--- src/rtl/uart_pkg.sv ---
// Shared UART definitions: transmitter/receiver state encoding and parity mode constants.
package uart_pkg;

  typedef enum logic [2:0] {IDLE, START, DATA, PARITY, STOP} tx_state_t;

  localparam int PARITY_NONE = 0;
  localparam int PARITY_ODD  = 1;
  localparam int PARITY_EVEN = 2;

endpackage

--- src/rtl/uart_bit_timer.sv ---
// Free-running bit-period counter 0..CYCLES_PER_BIT-1; o_tick is combinational on the terminal count.
// i_restart realigns the count to 0 on the next edge; no backpressure.
module uart_bit_timer #(
  parameter int CYCLES_PER_BIT = 21810
) (
  input  logic clk,
  input  logic i_reset,
  input  logic i_restart,
  output logic o_tick
);

  localparam int                CNT_W    = $clog2(CYCLES_PER_BIT);
  localparam logic [CNT_W-1:0]  CNT_LAST = CNT_W'(CYCLES_PER_BIT - 1);

  if (CYCLES_PER_BIT < 2) begin : g_bad_cycles_per_bit
    $error("uart_bit_timer: CYCLES_PER_BIT must be >= 2");
  end

  logic [CNT_W-1:0] r_cnt;

  always_ff @(posedge clk) begin
    if (i_reset || i_restart) begin
      r_cnt <= '0;
    end else if (r_cnt == CNT_LAST) begin
      r_cnt <= '0;
    end else begin
      r_cnt <= r_cnt + CNT_W'(1);
    end
  end

  assign o_tick = (r_cnt == CNT_LAST);

endmodule

--- src/rtl/uart_tx_configurable.sv ---
// LSB-first UART transmitter, one word per valid/ready handshake; start bit on the line the cycle after accept.
// o_ready only in IDLE, so a producer holding i_valid is stalled for the whole frame.
module uart_tx_configurable #(
  parameter int CYCLES_PER_BIT = 21810,
  parameter int DATA_BITS      = 8,
  parameter int PARITY_MODE    = 0,
  parameter int STOP_BITS      = 1
) (
  input  logic                 clk,
  input  logic                 i_reset,
  input  logic [DATA_BITS-1:0] i_data,
  input  logic                 i_valid,
  output logic                 o_ready,
  output logic                 o_tx,
  output logic                 o_busy,
  output logic                 o_done
);

  import uart_pkg::*;

  localparam int               IDX_W     = $clog2(DATA_BITS) + 1;
  localparam logic [IDX_W-1:0] LAST_IDX  = IDX_W'(DATA_BITS - 1);
  localparam logic             LAST_STOP = (STOP_BITS == 2);

  if (DATA_BITS < 5 || DATA_BITS > 9) begin : g_bad_data_bits
    $error("uart_tx_configurable: DATA_BITS must be 5..9");
  end
  if (PARITY_MODE < 0 || PARITY_MODE > 2) begin : g_bad_parity_mode
    $error("uart_tx_configurable: PARITY_MODE must be 0, 1 or 2");
  end
  if (STOP_BITS != 1 && STOP_BITS != 2) begin : g_bad_stop_bits
    $error("uart_tx_configurable: STOP_BITS must be 1 or 2");
  end

  tx_state_t            r_state, w_state_next;
  logic [DATA_BITS-1:0] r_shift, w_shift_next;
  logic [IDX_W-1:0]     r_bit_idx, w_bit_idx_next;
  logic                 r_stop_idx, w_stop_idx_next;
  logic                 r_parity, w_parity_next;
  logic                 r_tx, w_tx_next;
  logic                 w_tick, w_accept, w_done;

  assign w_accept = (r_state == IDLE) && i_valid && !i_reset;

  uart_bit_timer #(
    .CYCLES_PER_BIT(CYCLES_PER_BIT)
  ) u_bit_timer (
    .clk      (clk),
    .i_reset  (i_reset),
    .i_restart(w_accept),
    .o_tick   (w_tick)
  );

  always_comb begin
    w_state_next    = r_state;
    w_shift_next    = r_shift;
    w_bit_idx_next  = r_bit_idx;
    w_stop_idx_next = r_stop_idx;
    w_parity_next   = r_parity;
    w_done          = 1'b0;
    case (r_state)
      IDLE: begin
        if (w_accept) begin
          w_state_next    = START;
          w_shift_next    = i_data;
          w_bit_idx_next  = '0;
          w_stop_idx_next = 1'b0;
          w_parity_next   = (PARITY_MODE == PARITY_ODD) ? ~(^i_data) : ^i_data;
        end
      end
      START: begin
        if (w_tick) w_state_next = DATA;
      end
      DATA: begin
        if (w_tick) begin
          w_shift_next   = r_shift >> 1;
          w_bit_idx_next = r_bit_idx + IDX_W'(1);
          if (r_bit_idx == LAST_IDX) begin
            w_state_next = (PARITY_MODE != PARITY_NONE) ? PARITY : STOP;
          end
        end
      end
      PARITY: begin
        if (w_tick) w_state_next = STOP;
      end
      STOP: begin
        if (w_tick) begin
          if (r_stop_idx == LAST_STOP) begin
            w_state_next = IDLE;
            w_done       = 1'b1;
          end else begin
            w_stop_idx_next = 1'b1;
          end
        end
      end
      default: w_state_next = IDLE;
    endcase

    // Line value is registered from the next state so it tracks the state exactly.
    case (w_state_next)
      START:   w_tx_next = 1'b0;
      DATA:    w_tx_next = w_shift_next[0];
      PARITY:  w_tx_next = w_parity_next;
      default: w_tx_next = 1'b1;
    endcase
  end

  always_ff @(posedge clk) begin
    if (i_reset) begin
      r_state    <= IDLE;
      r_shift    <= '0;
      r_bit_idx  <= '0;
      r_stop_idx <= 1'b0;
      r_parity   <= 1'b0;
      r_tx       <= 1'b1;
    end else begin
      r_state    <= w_state_next;
      r_shift    <= w_shift_next;
      r_bit_idx  <= w_bit_idx_next;
      r_stop_idx <= w_stop_idx_next;
      r_parity   <= w_parity_next;
      r_tx       <= w_tx_next;
    end
  end

  assign o_tx    = r_tx;
  assign o_ready = (r_state == IDLE) && !i_reset;
  assign o_busy  = (r_state != IDLE) && !i_reset;
  assign o_done  = w_done && !i_reset;

endmodule

--- config.mk ---
export PLATFORM = sky130hd
export DESIGN_NAME = uart_tx_configurable
export DESIGN_NICKNAME = d
export VERILOG_FILES = /design/src/rtl/uart_pkg.sv /design/src/rtl/uart_bit_timer.sv /design/src/rtl/uart_tx_configurable.sv
export SDC_FILE = /design/constraint.sdc
export NUM_CORES = 1
export LEC_CHECK = 0
export CORE_MARGIN = 1
export CORE_UTILIZATION = 33
export CTS_BUF_LIST = sky130_fd_sc_hd__clkbuf_8 sky130_fd_sc_hd__clkbuf_16
export DETAILED_ROUTE_END_ITERATION = 10
export PLACE_DENSITY = 0.58
export SYNTH_ARGS = -nofsm -noshare
export SYNTH_HDL_FRONTEND = slang
export SYNTH_SLANG_ARGS = --single-unit
--- constraint.sdc ---
create_clock -name clk -period 4.55 [get_ports clk]
set_clock_uncertainty 0.2 [all_clocks]
set_input_delay 0.6825 -clock clk [delete_from_list [all_inputs] [get_ports clk]]
set_output_delay 0.6825 -clock clk [all_outputs]
set_load 0.1 [all_outputs]
==> impl_metrics.prom, run 1 <==
# TYPE chip_impl_metric gauge
chip_impl_metric{name="grt_first_pass_wirelength",unit="mm"} 4.830
chip_impl_info{name="reg2reg_to",value="o_tx$_SDFF_PP1_"} 1
chip_impl_info{name="worst_hold_startpoint",value="r_shift[6]$_SDFFE_PP0P_"} 1
chip_impl_info{name="setup.worst_path.start_class",value="register"} 1
chip_impl_metric{name="final-hold-violation-count",unit=""} 0
chip_impl_metric{name="cts.repair_timing.setup_buffer_count",unit=""} 0
chip_impl_metric{name="maxCapViolations",unit=""} 0
chip_impl_metric{name="drive_above_1_share",unit="%"} 8.995
chip_impl_metric{name="clkSlewWorstSetupHoldPaths",unit="ns"} 0.07
chip_impl_metric{name="core_area",unit="um^2"} 4384
chip_impl_metric{name="finalSetupViolCount",unit=""} 0
chip_impl_info{name="whs_endpoint",value="r_shift[6]$_SDFFE_PP0P_"} 1
chip_impl_metric{name="largest_vdd_supply_drop",unit="uV"} 254.7
chip_impl_metric{name="synth_nets",unit=""} 189
chip_impl_metric{name="finalWirelength",unit="mm"} 2.745
chip_impl_metric{name="final_area",unit="um^2"} 1784
chip_impl_metric{name="slew_headroom",unit="%"} 35.94
chip_impl_metric{name="cts_made_buffers",unit=""} 5
chip_impl_metric{name="post-route-min-period",unit="ns"} 2.993
chip_impl_metric{name="path_max_fanout",unit=""} 13
chip_impl_metric{name="area_added_between_synthesis_and_finish",unit="%"} 17.75
chip_impl_metric{name="worst_pin_slew",unit="ns"} 0.9578
chip_impl_metric{name="max_freq",unit="GHz"} 0.3341
chip_impl_metric{name="drc",unit=""} 0
chip_impl_info{name="timing.critical_path.cells",value="ha_1, and4bb_1, nand4_1, nor3_1, buf_4"} 1
chip_impl_metric{name="groute.usage.overall",unit="%"} 12.52
chip_impl_metric{name="cts-resized-gates",unit=""} 0
chip_impl_metric{name="synth.ff_latch_count",unit=""} 32
chip_impl_metric{name="die_h",unit="um"} 69.76
chip_impl_metric{name="power_switching_share",unit="%"} 24.39
chip_impl_metric{name="vias_per_std_cell",unit=""} 4.917
chip_impl_metric{name="power_density",unit="nW/um^2"} 353.7
chip_impl_metric{name="critical_path_required",unit="ns"} 3.67
chip_impl_metric{name="synth_edf_count",unit=""} 0
chip_impl_metric{name="route.detailed.wl_per_inst",unit="um"} 11.39
chip_impl_metric{name="grt_start_max_net_pins",unit=""} 20
chip_impl_metric{name="grt-ovfl-total",unit=""} 0
chip_impl_metric{name="sequential_share_of_power",unit="%"} 46.4
chip_impl_metric{name="boundaryPins",unit=""} 15
chip_impl_metric{name="dr.pass1.iters",unit=""} 4
chip_impl_info{name="reg_to_reg_start",value="u_bit_timer.r_cnt[0]$_SDFF_PP0_"} 1
chip_impl_metric{name="yosysWarnings",unit=""} 0
chip_impl_info{name="ys_dominant_reg_cell",value="sky130_fd_sc_hd__dfxtp_1"} 1
chip_impl_metric{name="cts.sinks",unit=""} 32
chip_impl_metric{name="number_of_violations_reported_at_the_end_of_detailed_routing_iteration_0",unit=""} 78
chip_impl_metric{name="vias_in_the_first_global_route",unit=""} 1105
chip_impl_metric{name="critical-path-max-stage-delay",unit="ns"} 0.44
chip_impl_metric{name="design.die.area",unit="um^2"} 4866
chip_impl_metric{name="rrSetupSlack",unit="ns"} 2.25
chip_impl_info{name="synth.area.top_cells",value="sky130_fd_sc_hd__dfxtp_1 42%, sky130_fd_sc_hd__nor2_1 7.7%, sky130_fd_sc_hd__xnor2_1 7.5%"} 1
chip_impl_metric{name="period_share",unit="%"} 65.78
chip_impl_metric{name="antenna_cells_inserted",unit=""} 0
chip_impl_metric{name="seq_area_frac_synth",unit="%"} 42.28
chip_impl_metric{name="yosys.cell_types.count",unit=""} 40
chip_impl_metric{name="synth_largest_type_area_fraction",unit="%"} 42.28
chip_impl_metric{name="postSynthCellCount",unit=""} 175
chip_impl_metric{name="maxSlewViolCount",unit=""} 0
chip_impl_info{name="rsz0062_at_grt",value="no"} 1
chip_impl_info{name="clock-root-buffer",value="sky130_fd_sc_hd__clkbuf_8"} 1
chip_impl_metric{name="detailed_place.area",unit="um^2"} 1673
chip_impl_metric{name="comb_power_share",unit="%"} 10.6
chip_impl_metric{name="buffer_ports.inserted",unit=""} 14
chip_impl_metric{name="clk-insertion-delay-late",unit="ns"} 0.28
chip_impl_info{name="hold_path_class",value="reg -> reg"} 1
chip_impl_metric{name="finalSetupTns",unit="ns"} 0
chip_impl_info{name="yosys-top-cells-count",value="32 x sky130_fd_sc_hd__dfxtp_1, 31 x sky130_fd_sc_hd__nor2_1, 15 x sky130_fd_sc_hd__nand2_1, 13 x sky130_fd_sc_hd__xnor2_1, 9 x sky130_fd_sc_hd__xor2_1"} 1
chip_impl_metric{name="power_report.internal_total",unit="uW"} 477.1
chip_impl_metric{name="route.vias.total",unit=""} 1185
chip_impl_metric{name="cts_hold_repair.buffers",unit=""} 0
chip_impl_metric{name="initial_core_util",unit="%"} 34.56
chip_impl_metric{name="synth_async_sr_flop_share",unit="%"} 0
chip_impl_info{name="synth.largest_area_cell",value="sky130_fd_sc_hd__dfxtp_1"} 1
chip_impl_info{name="tritoncts",value="built"} 1
chip_impl_info{name="yosys.cell_count.top_type",value="sky130_fd_sc_hd__dfxtp_1"} 1
chip_impl_metric{name="switching_power",unit="uW"} 153.9
chip_impl_metric{name="die_width",unit="um"} 69.76
chip_impl_metric{name="detailed_place_hpwl",unit="mm"} 1.895
chip_impl_metric{name="leakage",unit="uW"} 0.0006181
chip_impl_metric{name="std_cell_rows",unit=""} 24
chip_impl_metric{name="path_depth_of_the_worst_reg2reg_path",unit=""} 6
chip_impl_metric{name="gp_congestion",unit=""} 0.7502
chip_impl_info{name="critical-path-slowest-cell",value="sky130_fd_sc_hd__nand4_1"} 1
chip_impl_metric{name="fin_nets",unit=""} 202
chip_impl_info{name="outcome",value="finished clean"} 1
chip_impl_metric{name="cts_max_path_buffers",unit=""} 2
chip_impl_info{name="crit_path_end_kind",value="output pin"} 1
chip_impl_metric{name="arrival",unit="ns"} 2.11
chip_impl_metric{name="layout.filler_cells",unit=""} 456
chip_impl_metric{name="hold_depth",unit=""} 2
chip_impl_metric{name="detail-route-antenna-nets",unit=""} 0
chip_impl_metric{name="clock_share_of_power",unit="%"} 43.0
chip_impl_metric{name="initial_antenna_violation_count",unit=""} 0
chip_impl_metric{name="avgSynthCellArea",unit="um^2"} 8.658
chip_impl_metric{name="cts_htree_levels",unit=""} 2
chip_impl_metric{name="syn_area",unit="um^2"} 1515
chip_impl_info{name="critPathKind",value="reg -> out"} 1
[per-stage QoR]
| stage | instances | setup WS, ns | util (%) | hold WS, ns | total power (uW) |
|---|---|---|---|---|---|
| after floorplan | 175 | 0.5776 | - | 0.2316 | 346.6 |
| after global placement | 233 | 1.425 | 38.16 | 0.2423 | 366.3 |
| after detailed placement | 233 | 1.411 | 38.16 | 0.2448 | 366.2 |
| after CTS | 241 | 1.539 | 40.70 | 0.2536 | 642.1 |
| after global routing | 241 | 1.387 | 40.70 | 0.2824 | 660.6 |
| final | 241 | 1.557 | 40.70 | 0.2552 | 631.0 |
[worst max path at each step]
| stage | startpoint | slack [ns] | cells past startpoint | endpoint |
|---|---|---|---|---|
| 5_1_grt | u_bit_timer.r_cnt[0]$_SDFF_PP0_ | 1.39 | 5 | o_done |
| 2_1_floorplan | u_bit_timer.r_cnt[0]$_SDFF_PP0_ | 0.58 | 5 | o_done |
| 3_5_place_dp | i_reset | 1.41 | 6 | o_tx$_SDFF_PP1_ |
| 4_1_cts | u_bit_timer.r_cnt[0]$_SDFF_PP0_ | 1.54 | 5 | o_done |
| 6_report | u_bit_timer.r_cnt[0]$_SDFF_PP0_ | 1.56 | 5 | o_done |
| 3_3_place_gp | i_reset | 1.42 | 6 | o_tx$_SDFF_PP1_ |
[layout by cell type (no fill, tap or decap), types with 2 or more instances in the layout]
cell / netlist / routed
sky130_fd_sc_hd__a211oi_1: 2 / 2
sky130_fd_sc_hd__a21oi_1: 7 / 7
sky130_fd_sc_hd__a22oi_1: 7 / 7
sky130_fd_sc_hd__a31oi_1: 3 / 3
sky130_fd_sc_hd__and3_1: 3 / 3
sky130_fd_sc_hd__and4bb_1: 2 / 2
sky130_fd_sc_hd__buf_4: 1 / 3
sky130_fd_sc_hd__clkbuf_8: 0 / 5
sky130_fd_sc_hd__clkdlybuf4s50_1: 0 / 11
sky130_fd_sc_hd__dfxtp_1: 32 / 32
sky130_fd_sc_hd__ha_1: 3 / 3
sky130_fd_sc_hd__inv_1: 3 / 3
sky130_fd_sc_hd__nand2_1: 15 / 15
sky130_fd_sc_hd__nand3_1: 8 / 8
sky130_fd_sc_hd__nand4_1: 3 / 3
sky130_fd_sc_hd__nor2_1: 31 / 31
sky130_fd_sc_hd__nor2b_1: 2 / 2
sky130_fd_sc_hd__nor3_1: 2 / 2
sky130_fd_sc_hd__o21ai_0: 2 / 2
sky130_fd_sc_hd__o21ai_1: 2 / 2
sky130_fd_sc_hd__or3_1: 2 / 2
sky130_fd_sc_hd__xnor2_1: 13 / 13
sky130_fd_sc_hd__xor2_1: 9 / 9
[area by class of cell]
class / instances / area [um^2] / area share [%]
Inverter: 4 / 15.01 / 0.8415
Clock inverter: 3 / 42.54 / 2.384
Tap cell: 52 / 65.06 / 3.647
Sequential cell: 32 / 640.6 / 35.90
Multi-Input combinational cell: 131 / 819.5 / 45.93
Clock buffer: 5 / 68.82 / 3.857
Timing Repair Buffer: 14 / 132.6 / 7.433
[power groups by stage]
stage	Sequential [uW]	Clock (uW)	Combinational, uW
2_1_floorplan	303	0	43.7
3_3_place_gp	299	0	66.9
3_5_place_dp	299	0	67.1
4_1_cts	293	282	67.6
5_1_grt	293	294	73.4
6_report	293	272	66.6
[logic make-up (layout without fill, tap and decap cells)]
| logic type | Yosys count | after routing | share of synthesized area [%] |
|---|---|---|---|
| and+or+nand+nor | 77 | 77 | 25.43 |
| DFF | 32 | 32 | 42.28 |
| buffers and inverters | 12 | 26 | 4.046 |
| AOI/OAI and AO/OA | 29 | 29 | 13.05 |
| xor gates and xnor gates | 22 | 22 | 12.72 |
| adders and majority gates | 3 | 3 | 2.478 |
[critical path: cells and delay by family (launching register included)]
kind / cells / cell delay [ns]
flops: 1 / 0.38
simple gates: 3 / 0.96
fa+ha+maj: 1 / 0.15
buf+inv: 1 / 0.33
[flip-flops by register name (all words and copies together), names as in the netlist]
| register | cells |
|---|---|
| r_bit_idx | 4 |
| o_tx | 1 |
| r_state | 3 |
| r_parity | 1 |
| r_shift | 8 |
| u_bit_timer.r_cnt | 15 |
[metal layers]
metal | vias to the layer above | track usage [%] | share of wire (%)
li1 | 632 | - | -
met1 | 530 | 16.15 | 51
met2 | 19 | 18.59 | 43
met3 | 4 | 4.506 | 4.5
met4 | 0 | 5.778 | 1.5
met5 | - | 0 | 0
No activity file was read; power rests on OpenSTA's default activity.
==> run 2: changes to the inputs <==
--- a/config.mk
+++ b/config.mk
@@ -9,7 +9,7 @@
 export CORE_UTILIZATION = 33
 export CTS_BUF_LIST = sky130_fd_sc_hd__clkbuf_8 sky130_fd_sc_hd__clkbuf_16
 export DETAILED_ROUTE_END_ITERATION = 10
-export PLACE_DENSITY = 0.58
+export PLACE_DENSITY = 0.6
 export SYNTH_ARGS = -nofsm -noshare
 export SYNTH_HDL_FRONTEND = slang
 export SYNTH_SLANG_ARGS = --single-unit
==> constraint.sdc (replaced) <==
create_clock -name clk -period 2.75 [get_ports clk]
set_clock_uncertainty 0.2 [all_clocks]
set_input_delay 0.4125 -clock clk [delete_from_list [all_inputs] [get_ports clk]]
set_output_delay 0.4125 -clock clk [all_outputs]
set_load 0.1 [all_outputs]
==> run 2 against run 1 <==
  * Clock-buffer cell count increased by 1
  * Routed wire length decreased by 1.0%
  * Sequential share of layout area fell by 1.3 points
  * Critical path depth is 1 higher
  * Worst hold slack worse by 0.0038 ns
  * Via count increased by 0.17%
  * Register-to-register slack lost 1.6 ns
  * First-iteration DRC count fell by 2.6%
  * Global-route usage decreased by 0.42 points
  * Largest cell class unchanged
==> impl_metrics.prom, run 2 (synthesis results as in run 1) <==
# TYPE chip_impl_metric gauge
chip_impl_metric{name="path_max_fanout",unit=""} 13
chip_impl_info{name="reg2reg_to",value="o_tx$_SDFF_PP1_"} 1
chip_impl_metric{name="clkSlewWorstSetupHoldPaths",unit="ns"} 0.06
chip_impl_metric{name="maxCapViolations",unit=""} 0
chip_impl_metric{name="number_of_violations_reported_at_the_end_of_detailed_routing_iteration_0",unit=""} 76
chip_impl_metric{name="buffer_ports.inserted",unit=""} 14
chip_impl_info{name="worst_hold_startpoint",value="r_shift[4]$_SDFFE_PP0P_"} 1
chip_impl_info{name="outcome",value="finished clean"} 1
chip_impl_info{name="final_cell_mix",value="32 x sky130_fd_sc_hd__dfxtp_1, 31 x sky130_fd_sc_hd__nor2_1, 15 x sky130_fd_sc_hd__nand2_1, 13 x sky130_fd_sc_hd__xnor2_1, 10 x sky130_fd_sc_hd__clkdlybuf4s50_1"} 1
chip_impl_metric{name="die_h",unit="um"} 69.76
chip_impl_metric{name="cts_htree_levels",unit=""} 2
chip_impl_metric{name="critical_path_required",unit="ns"} 2.14
chip_impl_metric{name="route.detailed.wl_per_inst",unit="um"} 11.09
chip_impl_info{name="whs_endpoint",value="r_shift[4]$_SDFFE_PP0P_"} 1
chip_impl_metric{name="arrival",unit="ns"} 1.70
chip_impl_metric{name="maxSlewViolCount",unit=""} 0
chip_impl_metric{name="design.die.area",unit="um^2"} 4866
chip_impl_metric{name="finalSetupViolCount",unit=""} 0
chip_impl_metric{name="drive_above_1_share",unit="%"} 11.92
chip_impl_info{name="layout_commonest_cell",value="sky130_fd_sc_hd__dfxtp_1"} 1
chip_impl_metric{name="core_area",unit="um^2"} 4384
chip_impl_metric{name="final_area",unit="um^2"} 1851
chip_impl_info{name="tritoncts",value="built"} 1
chip_impl_metric{name="largest_vdd_supply_drop",unit="uV"} 344.5
chip_impl_metric{name="finish.cell_count_without_fillers",unit=""} 245
chip_impl_metric{name="final-hold-violation-count",unit=""} 0
chip_impl_metric{name="power_density",unit="nW/um^2"} 526.2
chip_impl_metric{name="period_share",unit="%"} 84.10
chip_impl_metric{name="cts-resized-gates",unit=""} 0
chip_impl_metric{name="cts.repair_timing.setup_buffer_count",unit=""} 0
chip_impl_metric{name="worst_pin_slew",unit="ns"} 0.5262
chip_impl_metric{name="cts_max_path_buffers",unit=""} 2
chip_impl_metric{name="grt_start_max_net_pins",unit=""} 19
chip_impl_info{name="clock-root-buffer",value="sky130_fd_sc_hd__clkbuf_8"} 1
chip_impl_metric{name="layout.filler_cells",unit=""} 447
chip_impl_info{name="reg_to_reg_start",value="r_state[1]$_SDFF_PP0_"} 1
chip_impl_metric{name="fin_nets",unit=""} 206
chip_impl_info{name="largest_registers",value="u_bit_timer.r_cnt (15), r_shift (8), r_bit_idx (4)"} 1
chip_impl_metric{name="detailed_place.area",unit="um^2"} 1758
chip_impl_metric{name="cts_hold_repair.buffers",unit=""} 0
chip_impl_metric{name="drc",unit=""} 0
chip_impl_metric{name="max_freq",unit="GHz"} 0.4324
chip_impl_metric{name="hold_depth",unit=""} 2
chip_impl_metric{name="finalCoreUtilization",unit="%"} 42.21
chip_impl_metric{name="path_depth_of_the_worst_reg2reg_path",unit=""} 6
chip_impl_metric{name="groute.usage.overall",unit="%"} 12.11
chip_impl_metric{name="post-route-min-period",unit="ns"} 2.313
chip_impl_info{name="setup.worst_path.start_class",value="register"} 1
chip_impl_metric{name="dr.pass1.iters",unit=""} 4
chip_impl_info{name="crit_path_end_kind",value="output pin"} 1
chip_impl_metric{name="postLayoutSetupSlackWorst",unit="ns"} 0.4372
chip_impl_metric{name="slew_headroom",unit="%"} 64.69
chip_impl_metric{name="antenna_cells_inserted",unit=""} 0
chip_impl_metric{name="std_cell_rows",unit=""} 24
chip_impl_metric{name="detail-route-antenna-nets",unit=""} 0
chip_impl_metric{name="dpl_worst_slack",unit="ns"} 0.5037
chip_impl_metric{name="detailed_place_hpwl",unit="mm"} 1.959
chip_impl_metric{name="die_width",unit="um"} 69.76
chip_impl_metric{name="vias_per_std_cell",unit=""} 4.845
chip_impl_metric{name="largest_register_ffs",unit=""} 15
chip_impl_metric{name="placedCellCount",unit=""} 237
chip_impl_metric{name="grt-ovfl-total",unit=""} 0
chip_impl_metric{name="leakage",unit="uW"} 0.0006547
chip_impl_metric{name="finalWirelength",unit="mm"} 2.717
chip_impl_metric{name="initial_antenna_violation_count",unit=""} 0
chip_impl_metric{name="vias_in_the_first_global_route",unit=""} 1043
chip_impl_info{name="critPathKind",value="reg -> out"} 1
chip_impl_metric{name="grt_first_pass_wirelength",unit="mm"} 4.581
chip_impl_metric{name="cts_made_buffers",unit=""} 5
chip_impl_metric{name="route.vias.total",unit=""} 1187
chip_impl_metric{name="area_added_between_synthesis_and_finish",unit="%"} 22.13
chip_impl_metric{name="hold_worst_slack",unit="ns"} 0.2514
chip_impl_info{name="rsz0062_at_grt",value="no"} 1
chip_impl_info{name="top_register",value="u_bit_timer.r_cnt"} 1
chip_impl_metric{name="boundaryPins",unit=""} 15
chip_impl_metric{name="clk-insertion-delay-late",unit="ns"} 0.28
chip_impl_metric{name="initial_core_util",unit="%"} 34.56
chip_impl_metric{name="gp_congestion",unit=""} 0.7259
chip_impl_metric{name="cts.sinks",unit=""} 32
chip_impl_info{name="hold_path_class",value="reg -> reg"} 1
chip_impl_metric{name="rrSetupSlack",unit="ns"} 0.68
[run 2: metal layers]
| layer | up-vias | share of wire [%] | GRT usage (%) |
|---|---|---|---|
| li1 | 635 | - | - |
| met1 | 535 | 50 | 15.45 |
| met2 | 12 | 44 | 17.20 |
| met3 | 5 | 3.2 | 3.634 |
| met4 | 0 | 2.4 | 8.667 |
| met5 | - | 0 | 0 |
[run 2: final cells by class]
type	instances	area, um^2	share of cell area (%)
Tap cell	52	65.06	3.516
Sequential cell	32	640.6	34.62
Clock inverter	2	10.01	0.5409
Timing Repair Buffer	18	197.7	10.68
Inverter	4	15.01	0.8114
Multi-Input combinational cell	131	839.6	45.37
Clock buffer	6	82.58	4.462
[run 2: worst max-delay path, cell delays in order, from the launching register on]
cell and delay, ns:
sky130_fd_sc_hd__dfxtp_1 0.37, sky130_fd_sc_hd__ha_1 0.16, sky130_fd_sc_hd__and4bb_1 0.20, sky130_fd_sc_hd__nand4_1 0.09, sky130_fd_sc_hd__buf_4 0.19, sky130_fd_sc_hd__nor3_4 0.20
sky130_fd_sc_hd__buf_12 0.20
[run 2: worst max-delay path by stage]
stage	startpoint	endpoint	slack, ns	depth (start not counted)
finish	u_bit_timer.r_cnt[0]$_SDFF_PP0_	o_done	0.44	6
global route	u_bit_timer.r_cnt[0]$_SDFF_PP0_	o_done	0.35	6
CTS	u_bit_timer.r_cnt[0]$_SDFF_PP0_	o_done	0.42	6
detailed placement	i_reset	o_tx$_SDFF_PP1_	0.50	6
global placement	i_reset	o_tx$_SDFF_PP1_	0.54	6
floorplan	i_reset	o_busy	-0.006	3
[run 2: through the flow]
| stage | TNS [ns] | total power [uW] |
|---|---|---|
| after floorplan | -0.006420 | 575.2 |
| after global placement | 0 | 615.5 |
| after detailed placement | 0 | 616.1 |
| after CTS | 0 | 992.8 |
| after global routing | 0 | 1024 |
| final | 0 | 973.8 |
[run 2: report_power, final]
group | internal [uW] | switching (uW) | leakage, uW | total [uW]
combinational | 54.2 | 64.8 | 0.000344 | 119
sequential | 476 | 9.29 | 0.000260 | 485
clock | 199 | 170 | 0.0000510 | 370
total | 729 | 244 | 0.000655 | 974
==> run 3: changes to the inputs <==
--- a/config.mk
+++ b/config.mk
@@ -9,7 +9,7 @@
 export CORE_UTILIZATION = 33
 export CTS_BUF_LIST = sky130_fd_sc_hd__clkbuf_8 sky130_fd_sc_hd__clkbuf_16
 export DETAILED_ROUTE_END_ITERATION = 10
-export PLACE_DENSITY = 0.6
+export PLACE_DENSITY = 0.58
 export SYNTH_ARGS = -nofsm -noshare
 export SYNTH_HDL_FRONTEND = slang
 export SYNTH_SLANG_ARGS = --single-unit
==> constraint.sdc (replaced) <==
create_clock -name clk -period 2.25 [get_ports clk]
set_clock_uncertainty 0.2 [all_clocks]
set_input_delay 0.3375 -clock clk [delete_from_list [all_inputs] [get_ports clk]]
set_output_delay 0.3375 -clock clk [all_outputs]
set_load 0.1 [all_outputs]
==> run 3 against run 2 <==
  * Combinational power rose by 30%
  * Via count barely moved
  * Non-clock buffer count rose by 5
  * Global-route usage rose by 0.28 points
  * Cell count rose by 2.0%
  * Critical path depth fell by 2
  * Final area rose by 3.2%
  * Total power rose by 31%
  * Register-to-register slack got worse by 0.35 ns
  * Setup slack got worse by 0.33 ns
  * Clock-buffer cell count fell by 1
  * Worst hold slack got worse by 0.011 ns
  * Critical path type unchanged
==> impl_metrics.prom, run 3 (synthesis results as in run 1) <==
# TYPE chip_impl_metric gauge
chip_impl_info{name="outcome",value="finished clean"} 1
chip_impl_metric{name="cts.repair_timing.setup_buffer_count",unit=""} 0
chip_impl_info{name="rsz0062_at_grt",value="no"} 1
chip_impl_metric{name="critical_path_required",unit="ns"} 1.71
chip_impl_info{name="layout_commonest_cell",value="sky130_fd_sc_hd__nor2_1"} 1
chip_impl_metric{name="hold_worst_slack",unit="ns"} 0.2403
chip_impl_info{name="timing.critical_path.cells",value="buf_4, or3_1, nor3_4, buf_12"} 1
chip_impl_metric{name="fin_nets",unit=""} 211
chip_impl_metric{name="detail-route-antenna-nets",unit=""} 0
chip_impl_metric{name="number_of_violations_reported_at_the_end_of_detailed_routing_iteration_0",unit=""} 74
chip_impl_metric{name="buffer_ports.inserted",unit=""} 14
chip_impl_metric{name="slew_headroom",unit="%"} 73.03
chip_impl_info{name="critPathTopFamily",value="simple AND/OR/NAND/NOR gates"} 1
chip_impl_metric{name="core_area",unit="um^2"} 4384
chip_impl_metric{name="cts_max_path_buffers",unit=""} 2
chip_impl_metric{name="worst-path-buf-inv",unit=""} 2
chip_impl_metric{name="finalSetupViolCount",unit=""} 0
chip_impl_metric{name="post-route-min-period",unit="ns"} 2.143
chip_impl_metric{name="dpl_worst_slack",unit="ns"} 0.06838
chip_impl_metric{name="maxSlewViolCount",unit=""} 0
chip_impl_metric{name="clk-insertion-delay-late",unit="ns"} 0.28
chip_impl_metric{name="die_width",unit="um"} 69.76
chip_impl_metric{name="design.die.area",unit="um^2"} 4866
chip_impl_metric{name="arrival",unit="ns"} 1.61
chip_impl_metric{name="drive_above_1_share",unit="%"} 15.66
chip_impl_metric{name="postLayoutSetupSlackWorst",unit="ns"} 0.1072
chip_impl_metric{name="route.vias.total",unit=""} 1188
chip_impl_metric{name="power_density",unit="nW/um^2"} 668.5
chip_impl_metric{name="finalSetupTns",unit="ns"} 0
chip_impl_metric{name="antenna_cells_inserted",unit=""} 0
chip_impl_metric{name="vias_per_std_cell",unit=""} 4.752
chip_impl_info{name="critical-path-slowest-cell",value="sky130_fd_sc_hd__or3_1"} 1
chip_impl_metric{name="die_h",unit="um"} 69.76
chip_impl_info{name="crit_path_end_kind",value="output pin"} 1
chip_impl_metric{name="period_share",unit="%"} 95.24
chip_impl_info{name="clock-root-buffer",value="sky130_fd_sc_hd__clkbuf_8"} 1
chip_impl_metric{name="boundaryPins",unit=""} 15
chip_impl_metric{name="initial_antenna_violation_count",unit=""} 0
chip_impl_metric{name="finalWirelength",unit="mm"} 2.777
chip_impl_metric{name="finish.cell_count_without_fillers",unit=""} 250
chip_impl_metric{name="cts.sinks",unit=""} 32
chip_impl_metric{name="cts_made_buffers",unit=""} 5
chip_impl_metric{name="detailed_place_hpwl",unit="mm"} 2.035
chip_impl_metric{name="largest_vdd_supply_drop",unit="uV"} 391.4
chip_impl_metric{name="cts_htree_levels",unit=""} 2
chip_impl_metric{name="total_power",unit="uW"} 1276
chip_impl_metric{name="max_freq",unit="GHz"} 0.4667
chip_impl_metric{name="area_added_between_synthesis_and_finish",unit="%"} 26.01
chip_impl_info{name="largest_registers",value="u_bit_timer.r_cnt (15), r_shift (8), r_bit_idx (4)"} 1
chip_impl_metric{name="leakage",unit="uW"} 0.0006887
chip_impl_metric{name="maxCapViolations",unit=""} 0
chip_impl_metric{name="grt_start_max_net_pins",unit=""} 19
chip_impl_metric{name="largest_register_ffs",unit=""} 15
chip_impl_metric{name="critical-path-max-stage-delay",unit="ns"} 0.43
chip_impl_metric{name="vias_in_the_first_global_route",unit=""} 1103
chip_impl_metric{name="groute.usage.overall",unit="%"} 12.38
chip_impl_info{name="setup.worst_path.start_class",value="register"} 1
chip_impl_metric{name="dr.pass1.iters",unit=""} 4
chip_impl_metric{name="std_cell_rows",unit=""} 24
chip_impl_metric{name="grt_first_pass_wirelength",unit="mm"} 4.823
chip_impl_metric{name="final-hold-violation-count",unit=""} 0
chip_impl_metric{name="placedCellCount",unit=""} 242
chip_impl_metric{name="clkSlewWorstSetupHoldPaths",unit="ns"} 0.07
chip_impl_metric{name="initial_core_util",unit="%"} 34.56
chip_impl_metric{name="worst_pin_slew",unit="ns"} 0.4038
chip_impl_info{name="tritoncts",value="built"} 1
chip_impl_metric{name="grt-ovfl-total",unit=""} 0
chip_impl_metric{name="gp_congestion",unit=""} 0.6980
chip_impl_metric{name="drc",unit=""} 0
chip_impl_metric{name="route.detailed.wl_per_inst",unit="um"} 11.11
chip_impl_info{name="final_cell_mix",value="30 x sky130_fd_sc_hd__nor2_1, 29 x sky130_fd_sc_hd__dfxtp_1, 15 x sky130_fd_sc_hd__nand2_1, 13 x sky130_fd_sc_hd__xnor2_1"} 1
chip_impl_info{name="top_register",value="u_bit_timer.r_cnt"} 1
chip_impl_metric{name="path_max_fanout",unit=""} 10
chip_impl_info{name="critPathKind",value="reg -> out"} 1
chip_impl_info{name="hold_path_class",value="reg -> reg"} 1
run 3: changes by cell type in the layout (fill, tap and decap cells not counted), sizes merged:
cell	previous run	this run
bufinv	0	1
clkinv	2	1
buf	8	13
clkbuf	6	5
inv	4	5
run 3: report_power, final:
group          switching [uW]  internal [uW]  total (uW)
sequential               9.74            582         592
clock                     205            324         529
combinational            83.1           72.3         155
total                     298            978        1280
run 3: final timing paths:
kind / startpoint / to / slack [ns] / cells after the start
setup / recovery: r_state[1]$_SDFF_PP0_ / o_done / 0.11 / 4
setup reg to reg: u_bit_timer.r_cnt[1]$_SDFF_PP0_ / o_tx$_SDFF_PP1_ / 0.33 / 9
hold / removal: u_bit_timer.r_cnt[0]$_SDFF_PP0_ / u_bit_timer.r_cnt[0]$_SDFF_PP0_ / 0.24 / 1
hold reg to reg: u_bit_timer.r_cnt[0]$_SDFF_PP0_ / u_bit_timer.r_cnt[0]$_SDFF_PP0_ / 0.24 / 1
run 3: metrics by stage:
step	instance area (um^2)	utilization, %
after floorplan	1553	-
after global placement	1800	41.07
after detailed placement	1800	41.07
after CTS	1908	43.52
after global routing	1909	43.55
final	1909	43.55
run 3: metal layers:
metal	part of all wire, %	track usage (%)
met5	0	0
met1	49	16.08
met2	46	19.34
met4	1.0	4.667
met3	3.5	3.634
run 3: timing repair:
item,in CTS,in global routing
setup endpoints to repair,0,1
hold buffers,0,0
resized for setup,0,1
endpoints found under the hold margin,0,0
run 3: final cells by class:
type	count	area, um^2
clock buffer	5	68.82
clock inverter	3	38.79
fill	426	2475
inverter	4	15.01
multi-input combinational	131	842.1
sequential	32	644.4
tap	52	65.06
timing repair buffer	23	235.2
